--- src/rtl/upg_loader_ctrl.sv ---
// upg_loader_ctrl
// UART programming controller. Parses framed byte streams from the UART
// receiver (command, little-endian length, little-endian data words, XOR
// checksum) and turns them into one-cycle 32-bit word writes into either
// program_rom or dmemory32. The CPU is held in reset while a frame is being
// loaded.
//
// A frame is aborted in any of these cases:
//   - the command byte is unknown,
//   - the length is too large,
//   - the checksum is bad,
//   - the line goes idle for too long,
//   - start_pg is released mid-frame.
//
// Words already written before an abort are not rolled back.

module upg_loader_ctrl #(
  parameter int WORD_ADDR_W    = 14,
  parameter int TIMEOUT_CYCLES = 2000000
) (
  input  logic                   clock,
  input  logic                   reset,
  input  logic                   start_pg,
  input  logic                   rx_valid,
  input  logic [7:0]             rx_data,
  output logic                   upg_wen_o,
  output logic [WORD_ADDR_W:0]   upg_adr_o,
  output logic [31:0]            upg_dat_o,
  output logic                   upg_done_o,
  output logic                   upg_err_o,
  output logic                   cpu_hold_o
);

  localparam logic [2:0] S_IDLE  = 3'd0;
  localparam logic [2:0] S_CMD   = 3'd1;
  localparam logic [2:0] S_LEN_L = 3'd2;
  localparam logic [2:0] S_LEN_H = 3'd3;
  localparam logic [2:0] S_DATA  = 3'd4;
  localparam logic [2:0] S_CSUM  = 3'd5;
  localparam logic [2:0] S_DONE  = 3'd6;
  localparam logic [2:0] S_ERR   = 3'd7;

  // The timeout counter only ever has to reach TIMEOUT_CYCLES-1.
  localparam int TW = (TIMEOUT_CYCLES > 1) ? $clog2(TIMEOUT_CYCLES) : 1;

  // The largest legal word count fills one memory exactly.
  localparam logic [16:0] MAX_LEN = 17'(1) << WORD_ADDR_W;

  logic [2:0]             state;
  logic                   start_pg_d;
  logic                   target;
  logic [7:0]             len_l;
  logic [15:0]            len_m1;
  logic [7:0]             csum;
  logic [1:0]             byte_cnt;
  logic [WORD_ADDR_W-1:0] word_cnt;
  logic [31:0]            word_asm;
  logic [TW-1:0]          tcnt;

  logic                   start_evt;
  logic [7:0]             csum_next;
  logic [16:0]            len_full;
  logic [31:0]            word_next;
  logic                   last_word;

  assign start_evt  = start_pg & ~start_pg_d;
  assign csum_next  = csum ^ rx_data;
  assign len_full   = {1'b0, rx_data, len_l};
  assign word_next  = {rx_data, word_asm[31:8]};
  assign last_word  = (32'(word_cnt) == 32'(len_m1));
  assign cpu_hold_o = (state != S_IDLE);

  // Frame parser: start detection, byte decoding, word writes, checksum and
  // inactivity timeout. Byte handling in the frame states is gated first by
  // start_pg, so releasing it always aborts the frame.
  always_ff @(posedge clock) begin
    if (reset) begin
      state      <= S_IDLE;
      start_pg_d <= 1'b0;
      target     <= 1'b0;
      len_l      <= '0;
      len_m1     <= '0;
      csum       <= '0;
      byte_cnt   <= '0;
      word_cnt   <= '0;
      word_asm   <= '0;
      tcnt       <= '0;
      upg_wen_o  <= 1'b0;
      upg_adr_o  <= '0;
      upg_dat_o  <= '0;
      upg_done_o <= 1'b0;
      upg_err_o  <= 1'b0;
    end else begin
      start_pg_d <= start_pg;
      upg_wen_o  <= 1'b0;
      case (state)
        S_IDLE: begin
          if (start_evt) begin
            upg_done_o <= 1'b0;
            upg_err_o  <= 1'b0;
            csum       <= '0;
            byte_cnt   <= '0;
            word_cnt   <= '0;
            tcnt       <= '0;
            state      <= S_CMD;
          end
        end
        S_DONE, S_ERR: begin
          if (!start_pg) state <= S_IDLE;
        end
        default: begin
          if (!start_pg) begin
            state     <= S_ERR;
            upg_err_o <= 1'b1;
          end else if (rx_valid) begin
            tcnt <= '0;
            csum <= csum_next;
            case (state)
              S_CMD: begin
                if (rx_data == 8'h00 || rx_data == 8'h01) begin
                  target <= rx_data[0];
                  state  <= S_LEN_L;
                end else begin
                  state     <= S_ERR;
                  upg_err_o <= 1'b1;
                end
              end
              S_LEN_L: begin
                len_l <= rx_data;
                state <= S_LEN_H;
              end
              S_LEN_H: begin
                if (len_full > MAX_LEN) begin
                  state     <= S_ERR;
                  upg_err_o <= 1'b1;
                end else if (len_full == 17'd0) begin
                  state <= S_CSUM;
                end else begin
                  len_m1 <= len_full[15:0] - 16'd1;
                  state  <= S_DATA;
                end
              end
              S_DATA: begin
                word_asm <= word_next;
                byte_cnt <= byte_cnt + 2'd1;
                if (byte_cnt == 2'd3) begin
                  upg_wen_o <= 1'b1;
                  upg_dat_o <= word_next;
                  upg_adr_o <= {target, word_cnt};
                  word_cnt  <= word_cnt + WORD_ADDR_W'(1);
                  if (last_word) state <= S_CSUM;
                end
              end
              S_CSUM: begin
                if (csum_next == 8'h00) begin
                  state      <= S_DONE;
                  upg_done_o <= 1'b1;
                end else begin
                  state     <= S_ERR;
                  upg_err_o <= 1'b1;
                end
              end
              default: ;
            endcase
          end else if (tcnt == TW'(TIMEOUT_CYCLES - 1)) begin
            state     <= S_ERR;
            upg_err_o <= 1'b1;
          end else begin
            tcnt <= tcnt + TW'(1);
          end
        end
      endcase
    end
  end

endmodule

--- config.mk ---
export PLATFORM = sky130hd
export DESIGN_NAME = upg_loader_ctrl
export DESIGN_NICKNAME = d
export VERILOG_FILES = /design/src/rtl/upg_loader_ctrl.sv
export SDC_FILE = /design/constraint.sdc
export NUM_CORES = 1
export LEC_CHECK = 0
export BUFFER_PORTS_ARGS = -buffer_cell sky130_fd_sc_hd__buf_2
export CAP_MARGIN = 10
export CORE_ASPECT_RATIO = 0.75
export CORE_MARGIN = 2
export CORE_UTILIZATION = 25
export DETAILED_ROUTE_END_ITERATION = 10
export GPL_TIMING_DRIVEN = 0
export PLACE_DENSITY_LB_ADDON = 0.08
export SLEW_MARGIN = 10
export SYNTH_ARGS = -nofsm -noshare
export SYNTH_HDL_FRONTEND = slang
export SYNTH_SLANG_ARGS = --single-unit
--- constraint.sdc ---
create_clock -name clock -period 3.5 [get_ports clock]
set_input_delay 1.05 -clock clock [delete_from_list [all_inputs] [get_ports clock]]
set_output_delay 1.05 -clock clock [all_outputs]
set_load 0.02 [all_outputs]
**After elaboration in Yosys (flattened, before gate mapping)**

Cells that the tools add are included.

- $add $sub $neg: 4
- Magnitude comparators: 1
- Equality and inequality tests: 22
- Muxes and demuxes: 48
- Bitwise operators: 10
- Reduce and logical (&&, ||, !) cells: 27

Operator list:

| cell | number |
|---|---|
| $mux W21 | 4 |
| $mux W14 | 5 |
| $pmux W21 S2 | 1 |
| $pmux W14 S2 | 1 |
| $ne A5 B5 Y1 const B | 5 |
| $mux W3 | 8 |
| $mux W8 | 3 |
| $reduce_and A6 Y1 | 4 |
| $add A21 B1 Y21 const B | 1 |
| $eq A21 B21 Y1 const B | 1 |
| $logic_not A17 Y1 | 1 |
| $eq A14 B16 Y1 | 1 |
| $gt A16 B15 Y1 const B | 1 |
| $logic_not A8 Y1 | 2 |
| $pmux W8 S2 | 1 |
| $reduce_and A4 Y1 | 4 |
| $sub A16 B1 Y16 const B | 1 |
| $pmux W3 S5 | 1 |
| $reduce_and A5 Y1 | 3 |
| $add A14 B1 Y14 const B | 1 |
| $mux W1 | 14 |
| $eq A3 B3 Y1 const B | 4 |
| $reduce_bool A2 Y1 | 6 |
| $mux W2 | 5 |
| 24 further kinds | 34 |

- Register bits after elaboration: 156
- Input port bits: 12
- Output and inout bits: 51
- Logic and storage cells: 127

**Longest topological paths before layout**

Gate-level depths: netlist of the first run.

- Depth in word-level cells: 7
- Depth in mapped cells: 9
- Depth with buffers taken out: 8

**Least setup slack after synthesis of the first run**

Ideal clock, no wire load.

- Path type: input to register
- Start: input rx_data[1]
- End: register len_m1[10]
- Library setup time: 145 ps
- Data arrival time: 2,595 ps
- Data required time: 3,355 ps
- Slack: 760 ps
- Cell stages on the path: 8
- Buffers on the path: 3
- Cells stage by stage: buf_2 or3_4 nand4bb_4 mux2i_4 nor2_1 buf_2 buf_6 a211oi_2

- Word-level cells in the longest chain between the ends: 3
- Elaborated cells on any way between the ends: 6
- Classes of those cells: add/sub (1); order compare (1); bitwise (2); reduce/logical (2)

Ends and longest elaborated chain:

| what | line | text |
|---|---|---|
| start, declared | 25 | `input logic [7:0] rx_data,` |
| $gt A16 B15 Y1 or $logic_not A17 Y1 (tied branches) | 133, 136 |  |
| $not A1 Y1 (no source line) | -- |  |
| $reduce_and A6 Y1 (no source line) | -- |  |
| end signal, assigned | 139 | `len_m1 <= len_full[15:0] - 16'd1;` |
| end, declared | 53 | `logic [15:0] len_m1;` |

Parallel ways exist; a longest one is shown, timed or not.
A chain may end at the register's enable or synchronous reset.

**Worst setup path after layout of the first run**

- Start: register state[2]
- End: output cpu_hold_o

- Word-level cells in the longest chain between the ends: 1

Ends and longest elaborated chain:

| what | line | text |
|---|---|---|
| start, declared | 49 | `logic [2:0] state;` |
| start signal, assigned | 78 | `state <= S_IDLE;` |
| start signal, assigned | 105 | `state <= S_CMD;` |
| start signal, assigned | 109 | `if (!start_pg) state <= S_IDLE;` |
| $reduce_bool A3 Y1 | 71 | `assign cpu_hold_o = (state != S_IDLE);` |
| end, declared | 31 | `output logic cpu_hold_o` |

No other way between the ends.

==> flow_summary.ini, run 1 <==
[detailed_routing]
drt_iter0_drc = 248
vias = 5447
post_drt_wl_per_cell_um = 15.99
dr.pass1.iters = 4
route.detailed.drc = 0
postRouteWirelength_um = 19330
ant_nets = 0
vias_per_cell = 4.505

[synth]
ys.flop_type = dfxtp_1
synth_cells = 779
postSynth.asyncResetShare_pct = 0
synth-edff-count = 0
syn_avg_cell_area_um2 = 8.379
syn_nets = 796
synth_top_area_share_pct = 45.39
synth.area.top_cells = dfxtp_1 (45%), nand2_1 (11%), a21oi_1 (6.6%)
ys_ff_latch = 148
yosys_warnings = 0
syn-cell-area_um2 = 6528
synth-seq-area-share_pct = 45.39
yosys.area.top_type = dfxtp_1
ys_types = 68

[global_route]
grt_use_total_pct = 14.81
antenna_found_initial = 0
gr-total-overflow = 0
grt_pass1_vias = 5217
grt_pass1_wl_um = 30610
grt_max_degree = 17

[flow_run]
drv_cap = 0

[critical_path]
critPathCaptureType = primary output
cp_max_fo = 10
crit_start = state[2]
required_ns = 2.45
worstPathArrival_ns = 1.89
worst_setup_path_start_kind = register
timing.rr.start = state[0]
crit_type = reg2out

[finish]
fillCellCount = 2817
diodes = 0
nets = 870
multi_input_area_um2 = 3308
areaGrowthSynthToFinish_pct = 20.18
final_cell_mix = nand2_1 (185), dfxtp_1 (148), a21oi_1 (86)
drive_gt1_share_pct = 15.61
fin_cells = 1209
seq_area_um2 = 2963
postLayoutCoreUtil_pct = 30.43
final_common_cell = nand2_1

[clock_network]
hold_buffers = 0
path_clk_slew_ns = 0.06
worstSkewPairLatency_ns = 0.43
clock_sinks = 148
post_cts.repair.setup_buffers = 0
post_cts_resize_count = 0
cts_buffer_depth = 2
clock_tree.root_cell = clkbuf_16
htreeDepth = 4
cts_made_buffers = 17
cts_tree = built

[timing]
finalClockSkew_ns = 0.01229
slew_viol_final = 0
rsz0062_at_grt = no
finalHoldViolCount = 0
max_freq_mhz = 339.8
slew_headroom_pct = 37.76
finalCriticalPeriod_ns = 2.943
worst_slew_pin_slew_ns = 0.9311
fin_tns_setup_ns = 0
hold_slack_ns = 0.4499
setup_violations = 0
post-route-period-util_pct = 84.07

[power_and_ir_drop]
ir_worst_vdd_uv = 345.7
p_leak_nw = 2.846
power_density_nw_per_um2 = 575.7

[floorplan]
core.rowCount = 51
io_pins = 63
start_util_pct = 25.32
die_w_um = 190.6
core_area_um2 = 25780
die_h_um = 143.9
dieArea_um2 = 27430

[hold_path]
worst_hold_path_type = reg2reg
min_from = upg_adr_o[11]

[place]
post-place-cells = 1178
gp_congestion = 0.7347
numPortBuffers = 55
dp_hpwl_um = 14090

[outcome]
status = finished clean
==> metrics by stage <==
stage	instance area (µm²)	setup WS (ns)	total power [mW]
2_1_floorplan	6528	0.7603	2.377
3_3_place_gp	7233	0.07726	2.619
3_5_place_dp	7233	0.1113	2.606
4_1_cts	7845	0.4781	4.588
5_1_grt	7845	0.3639	4.742
6_report	7845	0.5575	4.516
==> worst max-delay path: stages, from the launching register on <==
cell	delay [ns]
dfxtp_1	0.32
buf_2	0.19
nor3_4	0.43
inv_1	0.29
buf_2	0.23
==> registers in the layout (all words and copies together) (netlist names) <==
name / cells
byte_cnt: 2
csum: 8
len_l: 8
len_m1: 16
start_pg_d: 1
state: 3
target: 1
tcnt: 21
upg_adr_o: 15
upg_dat_o: 32
upg_done_o: 1
upg_err_o: 1
upg_wen_o: 1
word_asm: 24
word_cnt: 14
==> per-layer routing <==
metal	share of wire (%)	wire length, µm	GRT usage (%)
met1	54	10530	22.12
met2	41	7890	20.96
met3	4.2	811	3.443
met4	0.54	104	4.039
met5	0	0	0
==> kinds of logic (layout without fill, tap and decap cells) <==
kind of cell,Yosys count,in the layout,synth area share (%)
XOR/XNOR,64,64,8.587
buffers and inverters,57,143,3.929
AO/OA/AOI/OAI,151,151,14.74
adder cells (fa/ha/maj),5,5,0.9584
flip-flops,148,148,45.39
AND/OR/NAND/NOR,343,343,24.50
multiplexers,11,11,1.898
==> path summary, 6_finish.rpt <==
| path | endpoint | slack [ns] | cells past startpoint |
|---|---|---|---|
| worst min register to register | upg_adr_o[11] | 0.45 | 2 |
| worst min-delay path | upg_adr_o[11] | 0.45 | 2 |
| worst max-delay path | cpu_hold_o | 0.56 | 4 |
| worst max register to register | upg_adr_o[14] | 0.93 | 7 |
==> final cells by class <==
| type | instances | area share, % |
|---|---|---|
| multi-input combinational | 574 | 42.17 |
| sequential | 148 | 37.77 |
| tap | 344 | 5.486 |
| clock buffer | 18 | 5.471 |
| timing repair buffer | 55 | 3.509 |
| buffer | 47 | 2.791 |
| clock inverter | 13 | 2.329 |
| inverter | 10 | 0.4785 |
==> cells in the mapped netlist (all sizes together) (2+ instances only) <==
cell type,number
ha,5
a2111oi,2
clkbuf,30
or2,3
a41oi,2
o21bai,2
mux2i,10
and3,6
inv,10
nor4,10
xnor2,35
nor3,14
a31oi,3
and4,7
nand2b,2
a21o,2
a21oi,86
nor2,73
a211oi,15
xor2,29
a31o,2
dfxtp,148
nand2,185
nor4b,2
nand3,16
nand4bb,2
and2,4
nand4,5
o31ai,2
o21ai,26
or4,3
or3,3
or3b,2
a311oi,2
nand4b,2
buf,17
==> where the power goes <==
part | internal [mW] | leakage [nW] | switching (mW)
clock | 1.19 | 0.288 | 0.765
combinational | 0.249 | 1.36 | 0.512
sequential | 1.74 | 1.19 | 0.0636
Note: power is estimated with default switching activity, not from simulation.
==> run 2, diff against run 1 <==
==> constraint.sdc (replaced) <==
create_clock -name clock -period 2.85 [get_ports clock]
set_input_delay 0.855 -clock clock [delete_from_list [all_inputs] [get_ports clock]]
set_output_delay 0.855 -clock clock [all_outputs]
set_load 0.02 [all_outputs]
==> flow_summary.ini, run 2 (synthesized netlist as in run 1, its figures left out) <==
[timing]
max_freq_mhz = 373.4
post-route-period-util_pct = 93.96
setup_violations = 0
fin_tns_setup_ns = 0
finalCriticalPeriod_ns = 2.678
slew_headroom_pct = 38.38
fin_ws_ns = 0.1721
worst_slew_pin_slew_ns = 0.9219
slew_viol_final = 0
finalClockSkew_ns = 0.008915
finalHoldViolCount = 0
rsz0062_at_grt = no

[global_route]
grt_pass1_vias = 5217
grt_max_degree = 17
grt_use_total_pct = 14.81
grt_pass1_wl_um = 30610
antenna_found_initial = 0
gr-total-overflow = 0

[power_and_ir_drop]
combPwrFrac_pct = 17.8
p_switching_mw = 1.669
sw_frac_of_total_pct = 29.74
p_int_mw = 3.942
power_frac_clock_pct = 42.8
p_leak_nw = 2.865
ir_worst_vdd_uv = 428.2
seqPwrFrac_pct = 39.5
power.total_mw = 5.610
power_density_nw_per_um2 = 712.5

[finish]
reg.largest.list = upg_dat_o (32), word_asm (24), tcnt (21)
final_area_um2 = 7874
nets = 873
final_cell_mix = nand2_1 (185), dfxtp_1 (148), a21oi_1 (86)
diodes = 0
fillCellCount = 2814
largest_reg_flops = 32
drive_gt1_share_pct = 15.90
top_register = upg_dat_o
final_common_cell = nand2_1
areaGrowthSynthToFinish_pct = 20.62

[outcome]
status = finished clean

[place]
gp_congestion = 0.7347
numPortBuffers = 55
post_dp_cell_area_um2 = 7233
dp_hpwl_um = 14090
post-place-ws_ns = -0.3437

[detailed_routing]
post_drt_wl_per_cell_um = 15.99
dr.pass1.iters = 4
vias = 5485
route.detailed.drc = 0
drt_iter0_drc = 249
vias_per_cell = 4.526
ant_nets = 0
postRouteWirelength_um = 19380

[critical_path]
critPathCaptureType = primary output
crit_start = state[2]
r2r_setup_slack_ns = 0.39
r2r_cells = 6
timing.rr.start = state[2]
crit_end = cpu_hold_o
worst_setup_path_start_kind = register
worstPathArrival_ns = 1.82
crit_type = reg2out
rr_endpoint = upg_done_o
required_ns = 2.00
cp_max_fo = 10

[floorplan]
io_pins = 63
die_h_um = 143.9
core.rowCount = 51
dieArea_um2 = 27430
die_w_um = 190.6
start_util_pct = 25.32
core_area_um2 = 25780

[hold_path]
worst_hold_path_type = reg2reg

[clock_network]
clock_sinks = 148
cts_tree = built
clock_tree.root_cell = clkbuf_16
cts_buffer_depth = 2
htreeDepth = 4
path_clk_slew_ns = 0.06
cts_made_buffers = 17
worstSkewPairLatency_ns = 0.43

[flow_run]
drv_cap = 0
-- run 2: changes by cell type in the layout (fill, tap and decap cells not counted), sizes merged --
cell,delta
buf,+3
-- run 2: worst min path at each step --
stage                  startpoint  cells after the start            end
finish              upg_adr_o[11]                      2  upg_adr_o[11]
global route         upg_dat_o[7]                      2   upg_dat_o[7]
CTS                  upg_adr_o[7]                      2   upg_adr_o[7]
detailed placement  upg_dat_o[15]                      2  upg_dat_o[15]
global placement    upg_dat_o[19]                      2  upg_dat_o[19]
floorplan                  target                      2  upg_adr_o[14]
-- run 2: cell type report --
class                      instances  area, µm²  area share [%]
multi-input combinational        574       3314           42.09
clock inverter                    13      182.7           2.320
inverter                          10      37.54          0.4767
sequential                       148       2963           37.63
timing repair buffer              58      297.8           3.782
buffer                            47      219.0           2.781
clock buffer                      18      429.2           5.451
tap                              344      430.4           5.466
-- run 2: worst max-delay path, cell delays in order, from the launching register on --
cell	delay (ns)
dfxtp_1	0.32
buf_2	0.20
nor3_4	0.39
inv_1	0.26
buf_2	0.22
-- run 2: power groups by stage --
stage	sequential, mW	combinational, mW	clock, mW
6_report	2.21	0.998	2.40
4_1_cts	2.21	0.946	2.48
5_1_grt	2.22	1.10	2.56
3_3_place_gp	2.26	0.955	0
2_1_floorplan	2.25	0.674	0
3_5_place_dp	2.26	0.943	0
-- run 2: layer usage --
| layer | GRT usage [%] | vias to the layer above | routed length [µm] |
|---|---|---|---|
| li1 | - | 2797 | - |
| met1 | 22.12 | 2612 | 10400 |
| met2 | 20.96 | 68 | 7934 |
| met3 | 3.443 | 8 | 917 |
| met4 | 4.039 | 0 | 124 |
| met5 | 0 | - | 0 |
-- run 2: repair_timing --
item	in CTS	in global routing
setup endpoints to repair	0	11
setup buffers	0	3
hold buffers	0	0
endpoints found under the hold margin	0	0
resized for setup	0	1
-- run 2: metrics by stage --
stage / utilization [%] / hold slack, ns / std cells
after floorplan: - / 0.4312 / 779
after global placement: 28.06 / 0.4469 / 1178
after detailed placement: 28.06 / 0.4464 / 1178
after CTS: 30.43 / 0.4561 / 1209
after global routing: 30.54 / 0.4720 / 1212
final: 30.54 / 0.4499 / 1212
==> run 3, diff against run 2 <==
--- a/config.mk
+++ b/config.mk
@@ -7,11 +7,11 @@
 export LEC_CHECK = 0
 export BUFFER_PORTS_ARGS = -buffer_cell sky130_fd_sc_hd__buf_2
 export CAP_MARGIN = 10
-export CORE_ASPECT_RATIO = 0.75
 export CORE_MARGIN = 2
 export CORE_UTILIZATION = 25
 export DETAILED_ROUTE_END_ITERATION = 10
 export GPL_TIMING_DRIVEN = 0
+export HOLD_SLACK_MARGIN = 0.05
 export PLACE_DENSITY_LB_ADDON = 0.08
 export SLEW_MARGIN = 10
 export SYNTH_ARGS = -nofsm -noshare
==> flow_summary.ini, run 3 (synthesized netlist as in run 1, its figures left out) <==
[floorplan]
core_area_um2 = 25840
die_w_um = 165.6
io_pins = 63
start_util_pct = 25.26
die_h_um = 165.6
core.rowCount = 59
dieArea_um2 = 27420

[detailed_routing]
route.detailed.drc = 0
drt_iter0_drc = 291
vias_per_cell = 4.507
postRouteWirelength_um = 19850
post_drt_wl_per_cell_um = 16.50
dr.pass1.iters = 4
ant_nets = 0
vias = 5422

[timing]
worst_slew_pin_slew_ns = 0.8322
finalClockSkew_ns = 0.01792
rsz0062_at_grt = no
finalCriticalPeriod_ns = 2.593
finalHoldViolCount = 0
slew_headroom_pct = 44.01
slew_viol_final = 0
max_freq_mhz = 385.7
fin_ws_ns = 0.2574
post-route-period-util_pct = 90.97
setup_violations = 0

[place]
numPortBuffers = 55
dp_hpwl_um = 14100
post-place-ws_ns = -0.4229
gp_congestion = 0.7180
post-place-cells = 1169

[clock_network]
htreeDepth = 4
path_clk_slew_ns = 0.06
worstSkewPairLatency_ns = 0.44
cts_tree = built
cts_made_buffers = 17
cts_buffer_depth = 2
clock_sinks = 148
clock_tree.root_cell = clkbuf_16

[flow_run]
drv_cap = 0

[hold_path]
hold_depth = 2
worst_hold_path_type = reg2reg

[finish]
fin_cells = 1203
multi_input_area_um2 = 3318
nets = 872
fillCellCount = 2787
largest_reg_flops = 32
final_cell_mix = nand2_1 (185), dfxtp_1 (148), a21oi_1 (86)
reg.largest.list = upg_dat_o (32), word_asm (24), tcnt (21)
diodes = 0
drive_gt1_share_pct = 16.13
top_register = upg_dat_o
postLayoutCoreUtil_pct = 30.27
areaGrowthSynthToFinish_pct = 19.80
final_common_cell = nand2_1
seq_area_um2 = 2963

[global_route]
grt_pass1_wl_um = 31260
antenna_found_initial = 0
grt_use_total_pct = 15.20
grt_pass1_vias = 5365
gr-total-overflow = 0
grt_max_degree = 17

[critical_path]
required_ns = 3.13
r2r_cells = 8
crit_top_cell = clkbuf_1
crit_family = buffers and inverters
cp_max_fo = 10
critPathSlowestCell = clkbuf_1
critPathCaptureType = register
worstPathArrival_ns = 2.87
crit_chain = buf_2, clkbuf_1, buf_1, clkbuf_1, a21oi_1
crit_type = in2reg
path_buf_inv = 4
worst_setup_path_start_kind = input port
slowest_delay_ns = 0.69
cp.depth = 5

[power_and_ir_drop]
power_density_nw_per_um2 = 699.1
p_leak_nw = 2.853
ir_worst_vdd_uv = 327.4
power.total_mw = 5.467

[outcome]
status = finished clean
[run 3: cell count changes in the layout (fill, tap and decap cells not counted), moves of 2 or more]
cell        delta
bufinv_16      -4
clkinv_2       -2
clkinvlp_4     -2
inv_8          +4
inv_6          +4
[run 3: worst paths after layout]
check	startpoint	slack [ns]	end
worst max-delay path	reset	0.26	upg_adr_o[14]
worst min-delay path	upg_dat_o[8]	0.45	upg_dat_o[8]
worst max register to register	state[2]	0.31	tcnt[20]
worst min register to register	upg_dat_o[8]	0.45	upg_dat_o[8]
[run 3: routing by layer]
metal / track usage (%) / share of wire (%)
met5: 0 / 0
met2: 23.65 / 45
met3: 3.322 / 2.5
met4: 3.644 / 1.0
met1: 21.36 / 51
[run 3: power by group]
| group | switching [mW] | internal [mW] | leakage, nW |
|---|---|---|---|
| Clock | 1.05 | 1.18 | 0.279 |
| Sequential | 0.0786 | 2.13 | 1.19 |
| Combinational | 0.682 | 0.336 | 1.38 |
| Total | 1.81 | 3.65 | 2.85 |
[run 3: what timing repair did]
action                                  4_1_cts  5_1_grt
endpoints found under the setup margin       11       10
resized for setup                             1        1
setup buffers                                 2        0
pin swaps                                     1        0
hold buffers                                  0        0
[run 3: through the flow]
step / instance area, µm² / TNS, ns / hold WS (ns)
3_5_place_dp: 7222 / -11.36 / 0.4465
4_1_cts: 7814 / 0 / 0.4560
6_report: 7820 / 0 / 0.4524
2_1_floorplan: 6528 / 0 / 0.4312
5_1_grt: 7820 / 0 / 0.4728
3_3_place_gp: 7222 / -15.22 / 0.4434
[run 3: cell type report]
type                            instances  share of cell area, %
Sequential cell                       148                  37.89
Multi-Input combinational cell        574                  42.43
Timing Repair Buffer                   57                  3.712
Tap cell                              335                  5.360
Inverter                               10                 0.4800
Clock buffer                           18                  5.616
Clock inverter                         14                  1.712
Buffer                                 47                  2.800
[run 3: worst reg2reg max path, cell delays in order (launching register included)]
cell      delay, ns
dfxtp_1        0.35
buf_2          0.26
nor3_4         0.09
buf_4          0.17
buf_4          0.18
a21o_4         0.26
o21bai_1       0.54
clkbuf_1       0.46
nor2_1         0.10
